[config.mk]
export PLATFORM = sky130hd
export DESIGN_NAME = ps2_kbd_wb
export DESIGN_NICKNAME = d
export VERILOG_FILES = /design/src/rtl/ps2_kbd_wb.sv
export SDC_FILE = /design/constraint.sdc
export NUM_CORES = 1
export LEC_CHECK = 0
export ABC_AREA = 1
export BUFFER_PORTS_ARGS = -buffer_cell sky130_fd_sc_hd__clkbuf_2
export CAP_MARGIN = 20
export CORE_ASPECT_RATIO = 0.8
export CORE_MARGIN = 2
export CORE_UTILIZATION = 48
export CTS_CLUSTER_DIAMETER = 50
export DETAILED_ROUTE_END_ITERATION = 8
export GPL_TIMING_DRIVEN = 0
export PLACE_DENSITY = 0.72
export SLEW_MARGIN = 20
export SYNTH_ARGS = -nofsm -noshare
export SYNTH_HDL_FRONTEND = slang
export SYNTH_SLANG_ARGS = --single-unit
[constraint.sdc]
create_clock -name clk_i -period 2.2 [get_ports clk_i]
set_input_delay 0.66 -clock clk_i [delete_from_list [all_inputs] [get_ports clk_i]]
set_output_delay 0.66 -clock clk_i [all_outputs]
set_load 0.05 [all_outputs]
[src/rtl/ps2_kbd_wb.sv]
// PS/2 keyboard receiver with a byte FIFO, status/control registers and a
// pipelined Wishbone slave interface (single-cycle ack, no stall).
module ps2_kbd_wb #(
  parameter int FIFO_DEPTH = 8,
  parameter int TIMEOUT    = 20000
) (
  input  logic        clk_i,
  input  logic        rst_i,
  input  logic        cyc_i,
  input  logic        stb_i,
  input  logic        we_i,
  input  logic [1:0]  adr_i,
  input  logic [3:0]  sel_i,
  input  logic [31:0] dat_i,
  output logic [31:0] dat_o,
  output logic        ack_o,
  output logic        stall_o,
  input  logic        ps2_clk,
  input  logic        ps2_dat,
  output logic        irq
);
  localparam int AW = $clog2(FIFO_DEPTH);
  localparam int CW = AW + 1;
  localparam int TW = $clog2(TIMEOUT + 1);

  typedef enum logic [1:0] {IDLE, SHIFT, CHECK} state_t;

  logic [1:0]    csync, dsync;
  logic          cprev, fall, dbit;
  state_t        state;
  logic [3:0]    bcnt;
  logic [TW-1:0] tcnt;
  logic [9:0]    shreg;
  logic          frame_ok, push, ferr_set;

  logic [7:0]    mem [FIFO_DEPTH];
  logic [AW-1:0] wp, rp;
  logic [CW-1:0] count;
  logic          ne, full, push_ok, pop, ovf_set;
  logic          ovf, ferr, irq_en;

  logic          req, rd, wr, flush, clr;
  logic [31:0]   rdata;
  logic          unused;

  assign stall_o = 1'b0;
  assign unused  = ^{sel_i[3:1], dat_i[31:4]};

  always_ff @(posedge clk_i) begin
    if (rst_i) begin
      csync <= 2'b11;
      dsync <= 2'b11;
      cprev <= 1'b1;
    end else begin
      csync <= {csync[0], ps2_clk};
      dsync <= {dsync[0], ps2_dat};
      cprev <= csync[1];
    end
  end

  assign fall = cprev & ~csync[1];
  assign dbit = dsync[1];

  // Shift register fills from the top: after 10 samples [7:0]=data, [8]=parity, [9]=stop.
  always_ff @(posedge clk_i) begin
    if (rst_i) begin
      state <= IDLE;
      bcnt  <= '0;
      tcnt  <= '0;
      shreg <= '0;
    end else begin
      case (state)
        IDLE: if (fall && !dbit) begin
          state <= SHIFT;
          bcnt  <= '0;
          tcnt  <= '0;
        end
        SHIFT: if (fall) begin
          shreg <= {dbit, shreg[9:1]};
          tcnt  <= '0;
          if (bcnt == 4'd9) state <= CHECK;
          else              bcnt  <= bcnt + 4'd1;
        end else if (tcnt == TW'(TIMEOUT - 1)) begin
          state <= IDLE;
          tcnt  <= '0;
        end else begin
          tcnt <= tcnt + 1'b1;
        end
        CHECK: state <= IDLE;
        default: state <= IDLE;
      endcase
    end
  end

  assign frame_ok = (^shreg[8:0]) & shreg[9];
  assign push     = (state == CHECK) & frame_ok;
  assign ferr_set = (state == CHECK) & ~frame_ok;

  assign req   = cyc_i & stb_i;
  assign rd    = req & ~we_i;
  assign wr    = req & we_i & sel_i[0];
  assign flush = wr & (adr_i == 2'd2) & dat_i[1];
  assign clr   = wr & (adr_i == 2'd1);

  assign ne      = (count != '0);
  assign full    = (count == CW'(FIFO_DEPTH));
  assign pop     = rd & (adr_i == 2'd0) & ne;
  assign push_ok = push & (~full | pop);
  assign ovf_set = push & full & ~pop;

  always_ff @(posedge clk_i) begin
    if (push_ok) mem[wp] <= shreg[7:0];
  end

  always_ff @(posedge clk_i) begin
    if (rst_i || flush) begin
      wp    <= '0;
      rp    <= '0;
      count <= '0;
    end else begin
      if (push_ok) wp <= wp + 1'b1;
      if (pop)     rp <= rp + 1'b1;
      count <= count + CW'(push_ok) - CW'(pop);
    end
  end

  // A new error in the same cycle as its W1C leaves the flag set.
  always_ff @(posedge clk_i) begin
    if (rst_i) begin
      ovf    <= 1'b0;
      ferr   <= 1'b0;
      irq_en <= 1'b0;
    end else begin
      ovf  <= ovf_set  | (ovf  & ~(clr & dat_i[2]));
      ferr <= ferr_set | (ferr & ~(clr & dat_i[3]));
      if (wr && adr_i == 2'd2) irq_en <= dat_i[0];
    end
  end

  always_comb begin
    rdata = '0;
    case (adr_i)
      2'd0: if (ne) rdata[8:0] = {1'b1, mem[rp]};
      2'd1: begin
        rdata[4:0]  = {state != IDLE, ferr, ovf, full, ne};
        rdata[15:8] = 8'(count);
      end
      2'd2: rdata[0] = irq_en;
      default: rdata = '0;
    endcase
  end

  always_ff @(posedge clk_i) begin
    if (rst_i) begin
      ack_o <= 1'b0;
      dat_o <= '0;
      irq   <= 1'b0;
    end else begin
      ack_o <= req;
      dat_o <= rd ? rdata : '0;
      irq   <= irq_en & (ne | ovf | ferr);
    end
  end
endmodule

# Word level (Yosys, flattened, before mapping)
# Memories as Yosys holds them, arrays and structs flattened. A register that Yosys moved wholly into a read port is not among the register bits.
# Index checks and enable logic that the tools add are counted.
dict set report op_classes {
  mux 21
  n_eq_ne 12
  bitwise 37
  magnitude_cmp 0
  shifts 0
  mul 0
  n_reduce_logical 17
  n_div 0
  n_addsub 6
}
# operator count
set op_table {}
lappend op_table {{2-to-1 mux 15 bit} 3}
lappend op_table {{case mux 15 bit (2 select lines)} 1}
lappend op_table {{AND 1 bit} 21}
lappend op_table {{case mux 4 bit (2 select lines)} 2}
lappend op_table {{adder 15 x 1 -> 15 bit, second input constant} 1}
lappend op_table {{== test 15 bit, second input constant} 1}
lappend op_table {{2-to-1 mux 4 bit} 3}
lappend op_table {{NOT 1 bit} 11}
lappend op_table {{2-to-1 mux 9 bit} 1}
lappend op_table {{XOR reduction 9 bit} 1}
lappend op_table {{== test 4 bit, second input constant} 2}
lappend op_table {{2-to-1 mux 2 bit} 4}
lappend op_table {{adder 3 x 1 -> 3 bit, second input constant} 2}
lappend op_table {{2-to-1 mux 3 bit} 2}
lappend op_table {{inequality test 2 bit, second input constant} 3}
lappend op_table {{inequality test 3 bit, second input constant} 2}
lappend op_table {{OR 1 bit} 5}
lappend op_table {{adder 4 x 1 -> 4 bit} 1}
lappend op_table {{adder 4 x 1 -> 4 bit, second input constant} 1}
lappend op_table {{== test 2 x 1 -> 1 bit, second input constant} 2}
lappend op_table {{== test 2 bit, second input constant} 2}
lappend op_table {{zero test 2 bit} 2}
lappend op_table {{case mux 2 bit (2 select lines)} 1}
lappend op_table {{AND reduction 2 bit} 2}
lappend op_table {{14 further kinds} 17}
dict set report word_totals {
  wordCells 113
  regBits 83
  ram_bits 64
  latchBits 0
  memories 1
  output_inout_bits 35
  rom_bits 0
}
# name words word_bits read_ports rd_ports_with_merged_regs write_ports line
set memory_table {}
lappend memory_table {mem 8 8 1 1 1 36} ;# logic [7:0] mem [FIFO_DEPTH];

# Longest topological paths before layout
dict set report depth {
  depth_word 8
  mapped_depth 18
  mapped_depth_nobuf 18
}

# Least setup slack after synthesis
# OpenSTA, ideal clock, no wires.
dict set report synth_path {
  path_kind {input to register}
  start {input port adr_i[0]}
  end {register count[2]}
  stages 14
  arrival_ns 2.218
  slack_ns -0.146
  required_ns 2.072
  setup_ns 0.128
  path_cell_list {nor2_1 -> inv_1 -> nor2_4 -> nand2_2 -> nand2_2 -> nand3_2 -> inv_2 -> nand2_1 -> nand2_1 -> ha_1 -> inv_1 -> fa_1 -> xor2_1 -> nor2_1}
}
dict set report synth_via {
  elab_chain_len 7
  word_cells_on_any_way 11
  classes_between {add/sub: 2; eq/ne: 1; bitwise: 6; reduce/logical: 2}
}
# element line
set synth_rtl {}
lappend synth_rtl {{start: declaration} 12} ;# input logic [1:0] adr_i,
lappend synth_rtl {{zero test 2 bit} 107} ;# assign pop = rd & (adr_i == 2'd0) & ne;
lappend synth_rtl {{AND 1 bit (2 in a row)} 107}
lappend synth_rtl {{OR 1 bit} 108} ;# assign push_ok = push & (~full | pop);
lappend synth_rtl {{AND 1 bit} 108}
lappend synth_rtl {{adder 4 x 1 -> 4 bit} 123} ;# count <= count + CW'(push_ok) - CW'(pop);
lappend synth_rtl {{subtractor 4 x 1 -> 4 bit} 123}
lappend synth_rtl {{end signal: assignment} 123}
lappend synth_rtl {{end: declaration} 38} ;# logic [CW-1:0] count;
# Several ways; a longest one is shown, not always the timed one.
# A chain may end at the register's enable or synchronous reset.

# Worst setup path after layout
dict set report layout_path {
  start {register shreg[7]}
  end {register count[2]}
}
dict set report layout_via {
  elab_chain_len 6
}
# element line
set layout_rtl {}
lappend layout_rtl {{start: declaration} 33} ;# logic [9:0] shreg;
lappend layout_rtl {{start signal: assignment} 79} ;# shreg <= {dbit, shreg[9:1]};
lappend layout_rtl {{XOR reduction 9 bit} 95} ;# assign frame_ok = (^shreg[8:0]) & shreg[9];
lappend layout_rtl {{AND 1 bit} 95}
lappend layout_rtl {{AND 1 bit} 96} ;# assign push = (state == CHECK) & frame_ok;
lappend layout_rtl {{AND 1 bit} 108}
lappend layout_rtl {{adder 4 x 1 -> 4 bit} 123}
lappend layout_rtl {{subtractor 4 x 1 -> 4 bit} 123}
# No other way between the ends.

==> metrics <==
M1 GR Usage=26.1%; CP max stage cell=dfxtp_4; Clock Skew=0.0129 ns; die area=12600 um2; Most Crowded Layer GR=met2; DR iter-0 viols=419; FMAX=0.433 GHz; DPL Wire Length=8150 um; Worst Path Required=2.48 ns; reg2reg start=shreg[7]$_SDFFE_PP0P_; Distinct cells, synth=40; WL per Instance=14.8 um; DRT antenna net count=0; placed insts=785; clk root buf=clkbuf_16; most frequent cells in the layout=nor2_1 (91), edfxtp_1 (64), nand2_1 (58); mean post-synth cell area=9.51 um2; CTS buffer count=17; Clk pin slew, worst setup/hold paths=0.06 ns; WP data arrival=2.59 ns; Clk Latency, worst-skew pair=0.42 ns; Max stage delay on crit path=0.37 ns; FP Rows=35; NetSw=1.19 mW; WL final=12400 um; synthesized instance count=591; clk sink count=130; Avg Vias per Cell=5.23; Reg2Reg Setup Slack=-0.11 ns; final global-route overflow total=0; Cell Pwr Density=779 nW/um2; Leak=2.57 nW; WP buf/inv=3; vias in the first global route=4118; delay-heaviest family, CP=simple AND/OR/NAND/NOR gates; CP dominant cell by count=nand2_2; violated checks=negative setup slack; Crit. End Element=register; Flop pwr share=46.5%; Slew HR=62.0%; Ys Warns=0; RSZ-0062 raised after global routing=yes; Clk pwr share=50.0%; FFs w/ async S/R, synth=0%; ys flop type=dfxtp_1; met3 usage=5.20%; Syn-to-layout area delta=23.6%; Tcrit/Tclk final=105%; status=finished, violations left; VDD IR max=0.000560 V; non-filler cells, final=840; GRT Util Overall=19.9%; Switching Share=22.0%; Fin. Hold Viols=0; commonest non-fill, non-tap cell in the layout=nor2_1; HP Start=csync[0]$_SDFF_PP1_; worst flop-to-flop path endpoint=count[2]$_SDFF_PP0_; Worst Hold Path EP=csync[1]$_SDFF_PP1_; Horiz. Die Dim=125 um; Final setup viols=3; Remaining DRCs=0; sequential-to-total area share from yosys stat=57.7%; Vias=4394; initial antenna violation count=0; Post-Syn Area=5620 um2; first-pass GRT wire length=19500 um; P_int=4.22 mW; Slew Limit Fails=0; Reg2Reg Depth=18; RD Place Congestion=0.822; critical path fanouts, max=6; core area=11500 um2; fill count=917; DRT Pass-1 Iters=6; Max-Cap Viols=0; fin crit period=2.31 ns; hold_ws=0.408 ns; CTS H-tree depth=4; largest net degree at the start of global routing=17; n_diodes=0; CTS tree=yes; critical path class=register to register; worst-case clock buffer depth=2; Initial Utilization=49.0%; IO Pins=80; slew of the pin with the lowest slew margin=0.568 ns; die height=101 um; final setup margin=-0.107 ns; post-layout net count=735; share of cells above drive strength 1=26.2%; Comb power frac=3.5%; Yosys reg bits=130; PortBufs=26; crit-path cells=inv_4 > nand2_2 > nand2_2 > nand2_2 > nand2_2 > nand2_4 > nand3_2 > nand2_2 > nor2_4 > nand3_2 > inv_2 > nand2_2 > nand2_1 > ha_2 > inv_2 > fa_2 > xor2_1 > nor2_1; Critical Path Source Type=register; worst min-delay path category=register to register; met2 GRT Util=31.8%; Post-synth EDFFs=64; hold depth=1
## routing by layer
| metal | share of wire, % | vias to the layer above | wire length [um] |
|---|---|---|---|
| met5 | 0 | - | 0 |
| met4 | 2.0 | 0 | 248 |
| met3 | 4.8 | 30 | 597 |
| met2 | 48 | 132 | 5980 |
| met1 | 45 | 2093 | 5590 |
| li1 | - | 2139 | - |
## metrics by stage
step	utilization, %	area, um2	setup WS (ns)	setup TNS, ns	total power [mW]
after CTS	59.2	6790	-0.0721	-1.23	5.43
after global placement	52.6	6040	-0.485	-22.65	2.76
after detailed placement	52.6	6040	-0.559	-26.02	2.76
after floorplan	-	5720	-0.0586	-0.0956	2.73
final	60.5	6950	-0.107	-0.218	5.41
after global routing	60.5	6950	-0.221	-1.89	5.57
## final cells by class
class	count	area [um2]	area share, %
inverter	61	234	3.37
timing repair buffer	49	315	4.54
clock inverter	11	103	1.48
multi-input combinational	385	2150	30.9
sequential	130	3270	47.1
buffer	35	215	3.10
tap	148	185	2.67
clock buffer	21	472	6.79
## registers in the layout, summed over array words and instances (netlist names), 2 cells and up, named ones only
name / flops
state: 2
dsync: 2
tcnt: 15
shreg: 10
count: 4
bcnt: 4
mem: 64
wp: 3
rp: 3
dat_o: 12
csync: 2
## Yosys cell counts, types with 2 or more instances
master	n	area share, %
nand2_1	66	4.4
nor3_1	7	0.62
ha_1	10	2.2
nand4_1	5	0.56
edfxtp_1	64	34
inv_1	52	3.5
a21oi_2	2	0.31
nor3b_2	2	0.45
nor3_2	2	0.36
o22ai_1	5	0.56
o21ai_2	2	0.31
nand2_2	8	0.89
o221ai_1	9	1.4
a31oi_1	5	0.56
xnor2_1	3	0.47
buf_4	22	2.9
inv_2	8	0.53
a211oi_1	3	0.40
nand3_1	19	1.7
o21ai_0	53	4.7
a21oi_1	30	2.7
clkbuf_1	12	0.80
xor2_1	4	0.62
nor2_1	97	6.5
nand3_2	3	0.53
nor2_2	9	1.0
dfxtp_1	66	24
o21ai_1	4	0.36
or2_2	5	0.56
nor3b_1	2	0.27
nor2_4	3	0.60
## logic make-up after synthesis
kind of cell,after synthesis,share of synthesized area (%)
and+or+nand+nor,231,19.1
buffers and inverters,96,7.90
AOI/OAI and AO/OA,115,11.6
xor gates and xnor gates,7,1.09
other,1,0.0667
adders and majority gates,11,2.58
DFF,130,57.7
## worst max-delay path by stage
stage	from	to	slack, ns	cells after the start
2_1_floorplan	adr_i[0]	count[1]$_SDFF_PP0_	-0.06	13
3_5_place_dp	adr_i[1]	mem[0][1]$_DFFE_PP_	-0.56	8
4_1_cts	shreg[7]$_SDFFE_PP0P_	count[1]$_SDFF_PP0_	-0.07	16
5_1_grt	shreg[7]$_SDFFE_PP0P_	count[1]$_SDFF_PP0_	-0.22	16
3_3_place_gp	adr_i[0]	mem[4][0]$_DFFE_PP_	-0.48	8
6_report	shreg[7]$_SDFFE_PP0P_	count[2]$_SDFF_PP0_	-0.11	18
## what timing repair did
item                       CTS  global route
pin swaps                    6            21
resized for setup           32            16
setup endpoints to repair   68            51
hold buffers                 0             0
buffers inserted            12            11
## power groups by stage
stage / clock (mW) / combinational (mW) / sequential, mW
5_1_grt: 2.85 / 0.202 / 2.52
4_1_cts: 2.72 / 0.186 / 2.52
3_3_place_gp: 0 / 0.183 / 2.58
6_report: 2.71 / 0.189 / 2.52
3_5_place_dp: 0 / 0.184 / 2.58
2_1_floorplan: 0 / 0.153 / 2.58
Note: power is estimated with default switching activity, not from simulation.
